### config.mk
export PLATFORM = sky130hd
export DESIGN_NAME = vga_write_arbiter
export DESIGN_NICKNAME = d
export VERILOG_FILES = /design/src/rtl/vga_write_arbiter_pkg.sv /design/src/rtl/vga_write_arbiter_rr_pick.sv /design/src/rtl/vga_write_arbiter.sv
export SDC_FILE = /design/constraint.sdc
export NUM_CORES = 1
export LEC_CHECK = 0
export BUFFER_PORTS_ARGS = -buffer_cell sky130_fd_sc_hd__buf_2
export CORE_MARGIN = 2
export CORE_UTILIZATION = 52
export DETAILED_ROUTE_END_ITERATION = 12
export GPL_ROUTABILITY_DRIVEN = 0
export HOLD_SLACK_MARGIN = 0.02
export PLACE_DENSITY = 0.95
export RECOVER_POWER = 25
export SKIP_LAST_GASP = 1
export SLEW_MARGIN = 20
export SYNTH_ARGS = -nofsm -noshare
export SYNTH_HDL_FRONTEND = slang
export SYNTH_SLANG_ARGS = --single-unit
export TNS_END_PERCENT = 5
### constraint.sdc
create_clock -name clock -period 8.25 [get_ports clock]
set_clock_uncertainty 0.15 [all_clocks]
set_input_delay 1.65 -clock clock [delete_from_list [all_inputs] [get_ports clock]]
set_output_delay 1.65 -clock clock [all_outputs]
set_load 0.02 [all_outputs]
### src/rtl/vga_write_arbiter_pkg.sv
// rtl/vga_write_arbiter_pkg.sv - shared state encoding and VGA field widths
package vga_write_arbiter_pkg;

    // Arbiter state encoding; fsm_game_state uses the same values.
    typedef enum logic [1:0] {
        IDLE    = 2'd0,
        GRANT   = 2'd1,
        RELEASE = 2'd2
    } arb_state_t;

    // VGA adapter pixel field widths
    localparam int X_W     = 8;
    localparam int Y_W     = 7;
    localparam int COLOR_W = 12;

endpackage

### src/rtl/vga_write_arbiter_rr_pick.sv
// rtl/vga_write_arbiter_rr_pick.sv - combinational round-robin priority selector
//
// Searches req upward from pointer+1, wrapping at NUM_REQ, and returns the
// first set bit.
//   req        in  NUM_REQ  request vector
//   pointer    in  PTR_W    index of the last winner
//   winner     out NUM_REQ  one-hot winner (0 when no request)
//   winner_idx out PTR_W    binary index of the winner
//   valid      out 1        at least one request present
module rr_pick #(
    parameter int NUM_REQ = 3,
    parameter int PTR_W   = (NUM_REQ > 1) ? $clog2(NUM_REQ) : 1
) (
    input  logic [NUM_REQ-1:0] req,
    input  logic [PTR_W-1:0]   pointer,
    output logic [NUM_REQ-1:0] winner,
    output logic [PTR_W-1:0]   winner_idx,
    output logic               valid
);

    // One extra bit so pointer+k never overflows before the wrap subtract.
    logic [PTR_W:0] cand;

    always_comb begin
        winner     = '0;
        winner_idx = '0;
        valid      = 1'b0;
        cand       = '0;
        // k = 1 is the highest priority candidate (just after the last winner);
        // k = NUM_REQ lands back on the last winner itself.
        for (int k = 1; k <= NUM_REQ; k++) begin
            cand = {1'b0, pointer} + (PTR_W + 1)'(k);
            if (cand >= (PTR_W + 1)'(NUM_REQ)) begin
                cand = cand - (PTR_W + 1)'(NUM_REQ);
            end
            if (!valid && req[cand[PTR_W-1:0]]) begin
                valid                     = 1'b1;
                winner[cand[PTR_W-1:0]]   = 1'b1;
                winner_idx                = cand[PTR_W-1:0];
            end
        end
    end

endmodule

### src/rtl/vga_write_arbiter.sv
// rtl/vga_write_arbiter.sv - round-robin arbiter for the shared VGA pixel write port
//
// Ports:
//   clock       in  1            system clock
//   resetn      in  1            asynchronous active-low reset
//   enable      in  1            allows new grants (sampled in IDLE only)
//   req         in  NUM_REQ      per-requester burst request
//   done        in  NUM_REQ      per-requester end-of-burst pulse (with last pixel)
//   req_wr      in  NUM_REQ      per-requester pixel write strobe
//   req_x       in  NUM_REQ*8    packed X, requester i at [8i+7:8i]
//   req_y       in  NUM_REQ*7    packed Y
//   req_color   in  NUM_REQ*12   packed colour
//   grant       out NUM_REQ      registered one-hot grant
//   VGA_X       out 8            registered pixel X
//   VGA_Y       out 7            registered pixel Y
//   VGA_COLOR   out 12           registered pixel colour
//   VGA_WRITE   out 1            registered write strobe
//   busy        out 1            high while in GRANT
//   timeout_err out 1            one-cycle pulse when a burst is forcibly released
module vga_write_arbiter
    import vga_write_arbiter_pkg::*;
#(
    parameter int NUM_REQ   = 3,
    parameter int MAX_BURST = 20000,
    parameter int CNT_W     = 15
) (
    input  logic                   clock,
    input  logic                   resetn,
    input  logic                   enable,
    input  logic [NUM_REQ-1:0]     req,
    input  logic [NUM_REQ-1:0]     done,
    input  logic [NUM_REQ-1:0]     req_wr,
    input  logic [NUM_REQ*8-1:0]   req_x,
    input  logic [NUM_REQ*7-1:0]   req_y,
    input  logic [NUM_REQ*12-1:0]  req_color,
    output logic [NUM_REQ-1:0]     grant,
    output logic [7:0]             VGA_X,
    output logic [6:0]             VGA_Y,
    output logic [11:0]            VGA_COLOR,
    output logic                   VGA_WRITE,
    output logic                   busy,
    output logic                   timeout_err
);

    localparam int PTR_W = $clog2(NUM_REQ);

    arb_state_t          state_q, state_d;
    logic [NUM_REQ-1:0]  grant_q, grant_d;
    logic [PTR_W-1:0]    ptr_q, ptr_d;
    logic [CNT_W-1:0]    cnt_q, cnt_d;
    logic [X_W-1:0]      x_q, x_d;
    logic [Y_W-1:0]      y_q, y_d;
    logic [COLOR_W-1:0]  color_q, color_d;
    logic                wr_q, wr_d;
    logic                tmo_q, tmo_d;

    logic [NUM_REQ-1:0]  pick_onehot;
    logic [PTR_W-1:0]    pick_idx;
    logic                pick_valid;

    // Unpacked views of the packed per-requester buses, indexed by the pointer.
    logic [X_W-1:0]      x_arr     [NUM_REQ];
    logic [Y_W-1:0]      y_arr     [NUM_REQ];
    logic [COLOR_W-1:0]  color_arr [NUM_REQ];

    for (genvar i = 0; i < NUM_REQ; i++) begin : g_unpack
        assign x_arr[i]     = req_x[X_W*i +: X_W];
        assign y_arr[i]     = req_y[Y_W*i +: Y_W];
        assign color_arr[i] = req_color[COLOR_W*i +: COLOR_W];
    end

    rr_pick #(
        .NUM_REQ (NUM_REQ),
        .PTR_W   (PTR_W)
    ) u_rr_pick (
        .req        (req),
        .pointer    (ptr_q),
        .winner     (pick_onehot),
        .winner_idx (pick_idx),
        .valid      (pick_valid)
    );

    // While in GRANT the pointer holds the granted index, so it doubles as
    // the data-path mux select.
    logic g_req, g_done, g_wr;
    assign g_req  = req[ptr_q];
    assign g_done = done[ptr_q];
    assign g_wr   = req_wr[ptr_q];

    always_comb begin
        state_d = state_q;
        grant_d = grant_q;
        ptr_d   = ptr_q;
        cnt_d   = cnt_q;
        x_d     = x_q;
        y_d     = y_q;
        color_d = color_q;
        wr_d    = 1'b0;
        tmo_d   = 1'b0;

        case (state_q)
            IDLE: begin
                grant_d = '0;
                if (enable && pick_valid) begin
                    state_d = GRANT;
                    grant_d = pick_onehot;
                    ptr_d   = pick_idx;
                    cnt_d   = '0;
                end
            end
            GRANT: begin
                cnt_d = cnt_q + CNT_W'(1);
                if (!g_req) begin
                    // Requester abandoned the burst: its strobe this cycle is dropped.
                    state_d = RELEASE;
                    grant_d = '0;
                end else begin
                    wr_d = g_wr;
                    if (g_wr) begin
                        x_d     = x_arr[ptr_q];
                        y_d     = y_arr[ptr_q];
                        color_d = color_arr[ptr_q];
                    end
                    if (g_done) begin
                        // done takes precedence over a coincident timeout
                        state_d = RELEASE;
                        grant_d = '0;
                    end else if (cnt_q == CNT_W'(MAX_BURST - 1)) begin
                        state_d = RELEASE;
                        grant_d = '0;
                        tmo_d   = 1'b1;
                    end
                end
            end
            RELEASE: begin
                grant_d = '0;
                state_d = IDLE;
            end
            default: begin
                grant_d = '0;
                state_d = IDLE;
            end
        endcase
    end

    always_ff @(posedge clock or negedge resetn) begin
        if (!resetn) begin
            state_q <= IDLE;
            grant_q <= '0;
            ptr_q   <= PTR_W'(NUM_REQ - 1);
            cnt_q   <= '0;
            x_q     <= '0;
            y_q     <= '0;
            color_q <= '0;
            wr_q    <= 1'b0;
            tmo_q   <= 1'b0;
        end else begin
            state_q <= state_d;
            grant_q <= grant_d;
            ptr_q   <= ptr_d;
            cnt_q   <= cnt_d;
            x_q     <= x_d;
            y_q     <= y_d;
            color_q <= color_d;
            wr_q    <= wr_d;
            tmo_q   <= tmo_d;
        end
    end

    assign grant       = grant_q;
    assign VGA_X       = x_q;
    assign VGA_Y       = y_q;
    assign VGA_COLOR   = color_q;
    assign VGA_WRITE   = wr_q;
    assign busy        = (state_q == GRANT);
    assign timeout_err = tmo_q;

endmodule
==> results list <==
* Power density relative to cell area: around 320 nW/um^2
- Outcome: finished with violations
* Ratio of cells with drive above 1 in the final layout: 41.6%
* Number of hold-slack violations in the final timing report: 0
- Clock-pin slew was measured on the worst setup and hold paths at about 0.080 ns.
- Final antenna diode count: 0
- Count of buffers added by post-CTS timing repair for setup: 0
- Setup total negative slack on the finished layout was measured at 0 ns.
* Share of synthesized flip-flops with an asynchronous set or reset: 100%
- The worst register-to-register path has a setup slack of 4.48 ns.
* Post-Layout Inst Area: 3700 sq um
- Data on the critical path is required at its endpoint by about 7.9 ns.
- In this run the count of I/O pins placed on the die edge is 126.
- Effective utilization at floorplan: 54.1%
- Post-CTS repair changed the size of 0 cells.
- The critical path starts at resetn.
* Total of max-cap violations: 1
- Count of yosys warnings during synthesis: 0
* Commonest cells post-synth: 50 x sky130_fd_sc_hd__dfrtp_1, 34 x sky130_fd_sc_hd__nand2_1, 30 x sky130_fd_sc_hd__o21ai_0
* Number of global-route vias before repair: 2349
- Area grow syn2layout: 24.4%
* Synth Net Count: 393
- Count of final max-slew check failures: 52
- The worst register-to-register path begins at ptr_q[1]$_DFFE_PN1P_.
* CTS Root Buffer Type: sky130_fd_sc_hd__clkbuf_8
- Largest delay share family, worst path: buffers and inverters
- Total die area: about 6400 sq um
- Depth of the most critical reg-to-reg path: 7
- Final Cycle Share: 46.5%
- Worst path slowest cell: sky130_fd_sc_hd__clkbuf_1
* Drt drc: 0
- Using the TritonRoute via totals, the vias-per-cell ratio works out to 5.36.
- Post-route minimum period: 3.84 ns
- Worst slew pin tran: 2.66 ns
* Synth top area cells: sky130_fd_sc_hd__dfrtp_1 42%, sky130_fd_sc_hd__mux2_2 11%, sky130_fd_sc_hd__mux2i_1 9.7%
- Worst setup path class: primary input to asynchronous set/reset pin
- Summed over all cells, the static leakage comes to 1.91 nW.
- Primary flip-flop cell chosen by synthesis mapping: sky130_fd_sc_hd__dfrtp_1
- Detailed placement finished with a half-perimeter wire length of about 5300 um.
- The detail route stage leaves a number of antenna-violating nets equal to 0.
- The final reports fail on max-capacitance violations, max-slew violations.
- The detailed router placed 2580 vias in this run.
* Cell variety after synth: 43
- Number of enable flip-flop cells after synthesis: 0
- IO buf count: approximately 130
- The number of antenna violations at the first check in global routing was 0.
* Detailed-router iteration count before antenna repair: 4
- The synthesized design spends more area on one cell type than any other, namely sky130_fd_sc_hd__dfrtp_1.
- TritonCTS built the clock tree.
- Hold repair after CTS inserted 0 buffers.
- Setup repair after global routing left no endpoint under its margin.
* CTS Sinks: 51
* Share of the synthesized area in the top cell type: 42.0%
- In this run the critical register-to-register path is captured at grant[0]$_DFFE_PN0P_.
- From left edge to right edge, the die measures 79.7 um.
- Counting every instance in the synthesized netlist gives 293.
- The worst setup path is launched from a primary input.
- The signal on the critical path passes through clkbuf_1.
- The core region is roughly 5500 sq um.
* Max-slew headroom: -77.3%
- Number of buffers created by CTS: 5
- Source-to-sink clock delay at the later pin of the worst-skew pair: 0.30 ns
- WL final: 7200 um
- A synthesized cell averages 10.2 sq um.
- Wire length per cell after detailed routing: 15.0 um
* Crit path buf inv count: 1
- Std cell rows: 27
- Tightest Hold Check Type: flop to flop
* Type of destination of the critical path: asynchronous set/reset pin
- DRT iter0 DRCs: 149
- Global-route total usage across every layer: 21.9%
* Maximum clock rate: roughly 260 MHz
- The synthesized design contains 51 register bits.
- Buffer levels on the longest clock path: 2
* Final setup violation count: 0
- The critical path ends at VGA_X[5]$_DFFE_PN0P_.
- Number of nets in the layout: ~500
- After global routing the overflow that remains totals 0.
- The worst-case IR drop observed on VDD is 149 uV.
- H-tree Lvls: 2
- The first global-routing pass estimated 11000 um of wire.
- Most used standard cell by instance count after synthesis: sky130_fd_sc_hd__dfrtp_1
* Worst Path Arrival: about 3.5 ns
- Cell area after synthesis: 2980 sq um
- Critical path's largest stage delay: 1.86 ns
- Largest fanout of any net on the critical path: a little over 50
- Entering global routing, the biggest net connects 52 pins.
- The placed instances occupy a cell area of between 3000 and 4000 sq um.
- Crit. path cell count: 1
* Sequential element share of the synthesized area: 42.9%
- The die is about 80 um tall.
==> flip-flops by register name, indices dropped and copies added, names as in the netlist <==
name         count
VGA_WRITE        1
VGA_Y            7
VGA_COLOR       12
VGA_X            8
grant            3
timeout_err      1
ptr_q            2
cnt_q           15
state_q          2
==> layout make-up <==
type,count,area [sq um]
fill,422,1800
multi-input combinational,218,1580
clock inverter,1,7.51
timing repair buffer,126,632
tap,72,90.1
sequential,51,1280
inverter,6,22.5
clock buffer,7,96.3
==> per-stage QoR <==
step | worst slack [ns] | hold slack, ns | cells | util, % | power [mW]
after floorplan | 5.09 | 0.339 | 293 | - | 0.859
after global placement | 4.41 | 0.320 | 473 | 65.3 | 0.996
after detailed placement | 4.32 | 0.338 | 473 | 65.3 | 1.03
after CTS | 4.49 | 0.357 | 481 | 67.2 | 1.18
after global routing | 3.84 | 0.372 | 481 | 67.3 | 1.26
final | 4.41 | 0.354 | 481 | 67.3 | 1.18
==> layer usage <==
layer	global-route usage [%]	wire length, um	vias up
li1	-	-	1248
met4	4.14	88	0
met2	38.7	3510	96
met5	0	0	-
met3	4.75	499	13
met1	27.7	3100	1223
==> power by group <==
part	internal [mW]	total, mW	leakage (nW)	switching, mW
clock	0.0763	0.153	0.0505	0.0766
combinational	0.268	0.608	1.20	0.341
sequential	0.335	0.419	0.663	0.0842
total	0.679	1.18	1.91	0.501
==> cells by family after synthesis <==
family | after synthesis | synth area share [%]
compound gates | 51 | 10.5
mux | 61 | 22.1
fa+ha+maj | 7 | 2.94
simple gates | 86 | 13.4
buf+inv | 24 | 4.41
xor+xnor | 13 | 3.82
flops | 51 | 42.9
==> cells in the final DEF, fill, tap and decap left out, types with 2 or more instances in the layout <==
| cell | netlist | final |
|---|---|---|
| sky130_fd_sc_hd__dfrtp_1 | 50 | 50 |
| sky130_fd_sc_hd__a22o_1 | 4 | 4 |
| sky130_fd_sc_hd__xor2_1 | 6 | 6 |
| sky130_fd_sc_hd__clkbuf_8 | 0 | 7 |
| sky130_fd_sc_hd__nor4bb_1 | 2 | 2 |
| sky130_fd_sc_hd__mux2i_1 | 29 | 29 |
| sky130_fd_sc_hd__mux2_4 | 2 | 2 |
| sky130_fd_sc_hd__a31o_2 | 2 | 2 |
| sky130_fd_sc_hd__nor2_1 | 23 | 23 |
| sky130_fd_sc_hd__inv_1 | 6 | 6 |
| sky130_fd_sc_hd__nand3_1 | 5 | 5 |
| sky130_fd_sc_hd__mux2_2 | 28 | 28 |
| sky130_fd_sc_hd__and3_1 | 2 | 2 |
| sky130_fd_sc_hd__buf_2 | 3 | 124 |
| sky130_fd_sc_hd__a21oi_1 | 6 | 6 |
| sky130_fd_sc_hd__nor4_1 | 3 | 3 |
| sky130_fd_sc_hd__xnor2_1 | 7 | 7 |
| sky130_fd_sc_hd__o21ai_0 | 30 | 30 |
| sky130_fd_sc_hd__nand4_1 | 3 | 3 |
| sky130_fd_sc_hd__nor3_1 | 3 | 3 |
| sky130_fd_sc_hd__nand2_1 | 34 | 34 |
| sky130_fd_sc_hd__nor2b_1 | 4 | 3 |
| sky130_fd_sc_hd__mux2_1 | 2 | 2 |
| sky130_fd_sc_hd__ha_1 | 7 | 7 |
| sky130_fd_sc_hd__a21o_1 | 2 | 2 |
==> worst min-delay path by stage <==
stage / from / to / slack (ns) / cells after the start
global placement: VGA_X[2]$_DFFE_PN0P_ / VGA_X[2]$_DFFE_PN0P_ / 0.32 / 1
floorplan: cnt_q[0]$_DFFE_PN0P_ / cnt_q[0]$_DFFE_PN0P_ / 0.34 / 1
global route: VGA_COLOR[0]$_DFFE_PN0P_ / VGA_COLOR[0]$_DFFE_PN0P_ / 0.37 / 1
finish: VGA_X[3]$_DFFE_PN0P_ / VGA_X[3]$_DFFE_PN0P_ / 0.35 / 1
CTS: VGA_X[5]$_DFFE_PN0P_ / VGA_X[5]$_DFFE_PN0P_ / 0.36 / 1
detailed placement: VGA_COLOR[11]$_DFFE_PN0P_ / VGA_COLOR[11]$_DFFE_PN0P_ / 0.34 / 1
Power figures use the tool's default switching activity.
